===== src/rtl/tt_sweep_pkg.sv =====
// Shared types for the truth-table sweeper: FSM states, row index and table types.
package tt_sweep_pkg;

    localparam int unsigned ROWS = 8;

    typedef enum logic [1:0] {
        ST_IDLE,
        ST_DRIVE,
        ST_SAMPLE,
        ST_DONE
    } state_t;

    typedef logic [2:0] row_t;
    typedef logic [7:0] table_t;

    function automatic logic [3:0] popcount8(input table_t v);
        logic [3:0] n;
        n = '0;
        for (int unsigned i = 0; i < ROWS; i++) begin
            n = n + {3'b000, v[i]};
        end
        return n;
    endfunction

endpackage


===== src/rtl/tt_sweep_voter.sv =====
// Majority voter over VOTES consecutive samples of one truth-table row.
// TT_SWEEP_GLITCH_EN adds the all-equal flag used for glitch reporting.
module tt_sweep_voter #(
    parameter int VOTES = 3
) (
    input  logic clk,
    input  logic rst_n,
    input  logic en,
    input  logic first,
    input  logic din,
    output logic maj
`ifdef TT_SWEEP_GLITCH_EN
    ,
    output logic all_eq
`endif
);

    logic [3:0] ones_q;
    logic [3:0] ones_now;

    // Results include the sample on the current edge so the row can be written on its last edge.
    always_comb begin
        ones_now = (first ? 4'd0 : ones_q) + {3'b000, din};
        maj      = (ones_now > 4'(VOTES / 2));
    end

    always_ff @(posedge clk or negedge rst_n) begin
        if (!rst_n) begin
            ones_q <= '0;
        end else if (en) begin
            ones_q <= ones_now;
        end
    end

`ifdef TT_SWEEP_GLITCH_EN
    logic seen0_q, seen1_q;
    logic seen0_now, seen1_now;

    always_comb begin
        seen0_now = (~first & seen0_q) | ~din;
        seen1_now = (~first & seen1_q) | din;
        all_eq    = ~(seen0_now & seen1_now);
    end

    always_ff @(posedge clk or negedge rst_n) begin
        if (!rst_n) begin
            seen0_q <= 1'b0;
            seen1_q <= 1'b0;
        end else if (en) begin
            seen0_q <= seen0_now;
            seen1_q <= seen1_now;
        end
    end
`endif

endmodule


===== src/rtl/truth_table_sweeper.sv =====
// Sweeps a 3-input logic stage through all 8 rows, majority-votes each row and compares
// against an expected table. Define TT_SWEEP_GLITCH_EN to report per-row sample disagreement.
module truth_table_sweeper
    import tt_sweep_pkg::*;
#(
    parameter int SETTLE = 4,
    parameter int VOTES  = 3
) (
    input  logic       clk,
    input  logic       rst_n,
    input  logic       start,
    input  logic [7:0] expected,
    input  logic       dut_out,
    output logic [2:0] in_vec,
    output logic       busy,
    output logic       done,
    output logic [7:0] observed,
    output logic       pass,
    output logic [3:0] mismatch_cnt,
    output logic [7:0] glitch
);

    state_t     state, state_nx;
    logic [7:0] settle_cnt;
    logic [3:0] vote_cnt;
    row_t       row;
    table_t     obs_q;
    logic       pass_q;
    logic [3:0] mm_q;
    logic       maj;
    logic       settle_last, vote_last, row_last;
    logic       sample_en, first_vote;

    assign settle_last = (settle_cnt == 8'(SETTLE - 1));
    assign vote_last   = (vote_cnt == 4'(VOTES - 1));
    assign row_last    = (row == row_t'(ROWS - 1));
    assign sample_en   = (state == ST_SAMPLE);
    assign first_vote  = (vote_cnt == '0);

`ifdef TT_SWEEP_GLITCH_EN
    logic   all_eq;
    table_t glitch_q;
`endif

    tt_sweep_voter #(.VOTES(VOTES)) u_voter (
        .clk   (clk),
        .rst_n (rst_n),
        .en    (sample_en),
        .first (first_vote),
        .din   (dut_out),
        .maj   (maj)
`ifdef TT_SWEEP_GLITCH_EN
        ,
        .all_eq(all_eq)
`endif
    );

    always_ff @(posedge clk or negedge rst_n) begin
        if (!rst_n) state <= ST_IDLE;
        else        state <= state_nx;
    end

    always_comb begin
        state_nx = state;
        case (state)
            ST_IDLE:   if (start) state_nx = ST_DRIVE;
            ST_DRIVE:  if (settle_last) state_nx = ST_SAMPLE;
            ST_SAMPLE: if (vote_last) state_nx = row_last ? ST_DONE : ST_DRIVE;
            ST_DONE:   state_nx = ST_IDLE;
            default:   state_nx = ST_IDLE;
        endcase
    end

    always_ff @(posedge clk or negedge rst_n) begin
        if (!rst_n) begin
            settle_cnt <= '0;
            vote_cnt   <= '0;
            row        <= '0;
            obs_q      <= '0;
            pass_q     <= 1'b0;
            mm_q       <= '0;
        end else begin
            case (state)
                ST_IDLE: begin
                    if (start) begin
                        settle_cnt <= '0;
                        vote_cnt   <= '0;
                        row        <= '0;
                        obs_q      <= '0;
                        pass_q     <= 1'b0;
                        mm_q       <= '0;
                    end
                end
                ST_DRIVE: begin
                    settle_cnt <= settle_last ? '0 : settle_cnt + 8'd1;
                end
                ST_SAMPLE: begin
                    vote_cnt <= vote_last ? '0 : vote_cnt + 4'd1;
                    if (vote_last) begin
                        obs_q[row] <= maj;
                        if (!row_last) row <= row + row_t'(1);
                    end
                end
                ST_DONE: begin
                    // Freeze the DONE-cycle comparison so results hold while expected moves.
                    pass_q <= (obs_q == expected);
                    mm_q   <= popcount8(obs_q ^ expected);
                end
                default: ;
            endcase
        end
    end

`ifdef TT_SWEEP_GLITCH_EN
    always_ff @(posedge clk or negedge rst_n) begin
        if (!rst_n) begin
            glitch_q <= '0;
        end else if (state == ST_IDLE && start) begin
            glitch_q <= '0;
        end else if (state == ST_SAMPLE && vote_last) begin
            glitch_q[row] <= ~all_eq;
        end
    end
`endif

    always_comb begin
        in_vec   = row;
        observed = obs_q;
        busy     = (state == ST_DRIVE) || (state == ST_SAMPLE);
        done     = (state == ST_DONE);
        if (state == ST_DONE) begin
            pass         = (obs_q == expected);
            mismatch_cnt = popcount8(obs_q ^ expected);
        end else begin
            pass         = pass_q;
            mismatch_cnt = mm_q;
        end
`ifdef TT_SWEEP_GLITCH_EN
        glitch = glitch_q;
`else
        glitch = '0;
`endif
    end

endmodule

===== config.mk =====
export PLATFORM = sky130hd
export DESIGN_NAME = truth_table_sweeper
export DESIGN_NICKNAME = d
export VERILOG_FILES = /design/src/rtl/tt_sweep_pkg.sv /design/src/rtl/tt_sweep_voter.sv /design/src/rtl/truth_table_sweeper.sv
export SDC_FILE = /design/constraint.sdc
export NUM_CORES = 1
export LEC_CHECK = 0
export ABC_AREA = 1
export CELL_PAD_IN_SITES_DETAIL_PLACEMENT = 0
export CELL_PAD_IN_SITES_GLOBAL_PLACEMENT = 1
export CORE_MARGIN = 2
export CORE_UTILIZATION = 39
export CTS_CLUSTER_SIZE = 28
export DETAILED_ROUTE_END_ITERATION = 10
export PLACE_DENSITY = 0.77
export SLEW_MARGIN = 15
export SYNTH_ARGS = -nofsm -noshare
export SYNTH_HDL_FRONTEND = slang
export SYNTH_SLANG_ARGS = --single-unit

===== constraint.sdc =====
create_clock -name clk -period 6.6 [get_ports clk]
set_clock_uncertainty 0.1 [all_clocks]
set_input_delay 1.32 -clock clk [delete_from_list [all_inputs] [get_ports clk]]
set_output_delay 1.32 -clock clk [all_outputs]
set_load 0.02 [all_outputs]

* After elaboration in Yosys (flattened, before gate mapping)
Index checks and enable logic that the tools add are counted.
Widths: inputs -> output; s select.
** Word-level totals
- Flip-flop bits (word level) :: 34
- Output and inout bits :: 26
- Word-level logic and storage cells :: 73
- Bits of input ports :: 12
** Cells by class
- Bitwise gates (word level) :: 1
- $add $sub $neg :: 11
- Reduce and logical (&&, ||, !) cells :: 13
- Mux-type cells :: 26
- $lt $le $gt $ge :: 3
- Equal/unequal tests :: 11
** Operators with widths (number)
- $pmux 8 s2 :: 2
- $mux 8 :: 3
- $add 4x1->4 :: 5
- $mux 4 :: 4
- $pmux 4 s2 :: 2
- $mux 3 :: 3
- $add 8x1->8 const B :: 1
- $bwmux 8 :: 1
- $eq 8x2->1 const B :: 1
- $eq 8x8->1 :: 1
- $mux 2 :: 4
- $ne 2x2->1 const B :: 4
- $pmux 2 s4 :: 1
- $xor 8x8->8 :: 1
- $pmux 3 s2 :: 1
- $reduce_and 2->1 :: 3
- $reduce_and 3->1 :: 2
- $reduce_bool 2->1 :: 3
- $add 3x1->4 :: 1
- $add 4x1->4 const B :: 1
- $eq 2x2->1 const B :: 2
- $eq 4x2->1 const B :: 1
- $gt 4x1->1 const B :: 1
- $logic_not 4->1 :: 1
- 14 further kinds :: 16

* Longest topological paths before layout
- Depth after elaboration :: 9
- Mapped depth :: 13
- Gate-level depth less buffers :: 13

* Modules after synthesis
A second synthesis with hierarchy kept.
** Unflattened totals
- Cell total of the unflattened synthesis :: 346
- Area, all modules :: 2414.8 µm²
** By module, submodules not included
- truth_table_sweeper :: seq. area each 750.7 µm², cells each 310, instances 1, area an instance 2160.8 µm²
- tt_sweep_voter :: seq. area each 100.1 µm², cells each 36, instances 1, area an instance 254.0 µm²

* Worst setup path after synthesis
No wires, ideal clock.
- Path type :: input to output
- From :: in expected[1]
- To :: out mismatch_cnt[1]
- Buffers on the path :: 0
- Required time :: 5180 ps
- Data arrival time :: 4192 ps
- Slack :: 988 ps
- Stages :: 12
- Cell sequence :: xnor2_1 > inv_1 > fa_1 > fa_1 > inv_1 > fa_1 > inv_1 > ha_1 > inv_1 > fa_1 > nor2_1 > o21bai_1
** On the way
- Longest elaborated chain between the ends :: 9
** Ends and longest elaborated chain
- from (decl) :: line truth_table_sweeper.sv:12 : input logic [7:0] expected,
- $xor 8x8->8 :: line truth_table_sweeper.sv:133 : mismatch_cnt = popcount8(obs_q ^ expected);
- $add 1x1->2 :: line tt_sweep_pkg.sv:20 : n = n + {3'b000, v[i]};
- $add 2x1->3 :: line tt_sweep_pkg.sv:20
- $add 3x1->4 :: line tt_sweep_pkg.sv:20
- $add 4x1->4 (4 in series) :: line tt_sweep_pkg.sv:20
- $mux 4 :: line truth_table_sweeper.sv:131 : if (state == ST_DONE) begin
- to (decl) :: line truth_table_sweeper.sv:19 : output logic [3:0] mismatch_cnt,
No other way between the ends.

* Worst setup path after layout
- From :: in expected[0]
- To :: out mismatch_cnt[1]
The elaborated chain is that of the path after synthesis.

==> summary.md <==
| Metric | Value |
|---|---|
| Max Fclk | 0.161 GHz |
| Share of post-route cells with drive strength above 1 | 9.12% |
| Library cell appearing most often on the critical path | sky130_fd_sc_hd__fa_1 |
| Maximum number of pins on one net before global-route repair | 35 |
| Worst slack, placed | -66.8 ps |
| IO Count | 38 |
| PnR worst setup slack | 400 ps |
| Layout overhead on the synthesized area | 18.8% |
| Clock Path Buffers | 2 |
| Number of instances in the synthesized netlist | 315 |
| Placed wire-length estimate after detailed placement | 3700 um |
| Cell leakage power | 1.48 nW |
| Power Total | 1.07 mW |
| Clock slew at reported path FFs | 70 ps |
| CP Data Arrival Time | 4780 ps |
| Worst-path cell chain | clkdlybuf4s50_1 > xor2_1 > fa_1 > fa_1 > inv_1 > fa_1 > inv_1 > ha_1 > inv_1 > fa_1 > nor2_1 > o21bai_1 > clkbuf_2 |
| Number of vias after detailed routing | 1937 |
| NumNets Final | 379 |
| Die boundary width | 81.7 um |
| Actual slew at the worst max-slew pin | 723 ps |
| Final period util | 93.9% |
| Cell count after placement | 418 |
| Root Buffer Master | sky130_fd_sc_hd__clkbuf_8 |
| Number of H-tree branching levels | 2 |
| Time the final worst path needs with I/O delays and setup | 6200 ps |
| First-iteration detailed-routing DRC count | 67 |
| Worst VDD drop | 0.165 mV |
| Congestion Overflow GR | 0 |
| Stage delay of the slowest cell on the critical path | 550 ps |
| Launch instance of the worst register-to-register path | observed[1] |
| Launch point of the critical path | expected[0] |
| Hold_ws | 393 ps |
| Synth top area cells | sky130_fd_sc_hd__dfrtp_1 (36%), sky130_fd_sc_hd__nand2_1 (13%), sky130_fd_sc_hd__inv_1 (8.8%) |
| Power per cell area | 383 mW/mm^2 |
| Type of the setup path with the least slack | primary input to output port |
| Critical path capture point type | output port |
| TritonCTS buffer count | 5 |
| Port Buffers | 29 |
| Global-route wire length before repair | 8610 um |
| Die Footprint | 0.00667 sq mm |
| Most frequent cells in the layout | sky130_fd_sc_hd__nand2_1 (79), sky130_fd_sc_hd__inv_1 (55), sky130_fd_sc_hd__dfrtp_1 (34), sky130_fd_sc_hd__clkdlybuf4s50_1 (27), sky130_fd_sc_hd__nor2_1 (24) |
| Number of antenna violations at the first check in global routing | 0 |
| Remaining antenna violation count | 0 |
| Kind of path behind the tightest hold check | flop to flop |
| Count of inserted antenna diode cells | 0 |
| Length of the first detailed-routing pass in iterations | 4 |
| Synthesized area per cell | 7.47 sq um |
| Share of the synthesized area in the top cell type | 36.2% |
| Slowest cell on crit path | sky130_fd_sc_hd__fa_1 |
| RSZ-0062 raised after global routing | false |
| Cell type group with the largest total delay on the critical path | adder cells |
| Die boundary height | 81.7 um |
| Avg Vias per Cell | 4.55 |
| Synth warnings | 0 |
| Post-synthesis instance area | 0.00235 sq mm |
| Residual DRC | 0 |
| Clock latency at the later pin of the worst-skew pair | 290 ps |
| Outcome | finished, final reports clean |
| Clock tree from TritonCTS | built |
| # Max-Cap Violations | 0 |
| Final cell utilization of the core | 47.5% |
| Final std cells w/o fill | 426 |
| Critical path required time | 5180 ps |
| #FFs+latches synth | 34 |
| Post-DR wirelength/cell | 11.4 um |
| Placement row count | 28 |
| Final weighted congestion in routability-driven placement | 0.785 |
| Max-Slew Margin vs Limit | 51.6% |
| Startpoint types | primary input |
| Number of distinct standard cells referenced by the synthesized netlist | 28 |
| Total number of clock tree sinks | 34 |
| Worst hold path startpoint | mm_q[3] |
| Number of hold buffers added after CTS | 0 |
| Critical Path Fanout Max | 2 |
| Via count of the first global-routing pass | 1896 |
| Final-report setup violation count | 0 |
| Logic depth of the worst setup path including buffers | 13 |
| Aggregate global-route resource usage | 16.5% |
| Most area-hungry cell type in the Yosys netlist | sky130_fd_sc_hd__dfrtp_1 |
| Hold path depth | 2 |
| Starting density of the core | 40.0% |
| Count of final hold-check violations | 0 |
| Core ar. | 0.00589 sq mm |
| Most common cell after layout, fill and taps aside | sky130_fd_sc_hd__nand2_1 |
| Max-slew violation count | 0 |
| Final wirelength | 4850 um |
| Number of cells on the worst reg-to-reg path | 14 |
| Fraction of the yosys area taken by sequential cells | 36.2% |
| Buf+Inv Stages, Crit Path | 5 |
| Post CTS Setup Buffer Count | 0 |
[stage by stage]
| stage | setup TNS, ps | cell area, sq um |
|---|---|---|
| finish | 0 | 2800 |
| global route | 0 | 2800 |
| CTS | 0 | 2800 |
| detailed placement | -66.8 | 2700 |
| global placement | -10.5 | 2700 |
| floorplan | 0 | 2380 |
[state kept, by name, summed over array words and instances, names as in the netlist]
| name | cells |
|---|---|
| state | 2 |
| vote_cnt | 4 |
| in_vec | 3 |
| observed | 8 |
| mm_q | 4 |
| settle_cnt | 8 |
| u_voter.ones_q | 4 |
| pass_q | 1 |
[timing repair]
action	CTS	global route
endpoints found under the setup margin	1	2
resized for setup	1	3
gates cloned	0	0
pin swaps	0	0
[layer usage]
metal	GRT usage, %	wire length [um]
met1	23.0	2550
met2	26.2	2120
met3	3.41	150
met4	4.17	30
met5	0	0
[cells by family after synthesis]
group / share of synthesized area [%]
other: 0.159
AND/OR/NAND/NOR: 28.2
flip-flops: 36.2
AO/OA/AOI/OAI: 8.98
XOR/XNOR: 3.35
adder cells (fa/ha/maj): 10.3
buffers and inverters: 12.8
[cells in the mapped netlist, drive strengths merged]
cell type and n:
nand3 21, a21o 1, a31oi 1, nand2 85, xnor2 4, o21ai 17
fa 4, ha 13, buf 11, o21bai 1, inv 58, nand3b 2
a21oi 15, dfrtp 34, nor3 9, nand4 6, xor2 5, conb 1
nor2 27
[path summary, 6_finish.rpt]
| path | slack, ps | to |
|---|---|---|
| setup / recovery | 400 | mismatch_cnt[1] |
| hold reg to reg | 390 | mm_q[3] |
| hold / removal | 390 | mm_q[3] |
| max in group asynchronous | 4720 | settle_cnt[3] |
| min in group asynchronous | 1350 | pass_q |
| setup reg to reg | 3030 | mm_q[1] |
[tightest hold or removal path, stage by stage, from the launching register on]
cell and delay (ps):
sky130_fd_sc_hd__dfrtp_1 340, sky130_fd_sc_hd__nand2_1 50, sky130_fd_sc_hd__o21ai_0 60
[where the power goes]
| part | internal [mW] | leakage, nW | total, mW | switching (mW) |
|---|---|---|---|---|
| Combinational | 0.224 | 0.972 | 0.607 | 0.384 |
| Sequential | 0.254 | 0.463 | 0.297 | 0.0431 |
| Clock | 0.0839 | 0.0472 | 0.165 | 0.0812 |
| Total | 0.562 | 1.48 | 1.07 | 0.508 |
[area by class of cell]
class / instances / area (sq um)
clock buffers: 6 / 82.6
clock inverters: 2 / 12.5
repair buffers: 32 / 310
well taps: 75 / 93.8
fillers: 606 / 3090
flip-flops and latches: 34 / 851
multi-input cells: 219 / 1230
inverters: 58 / 218
No activity file was read; power rests on OpenSTA's default activity.
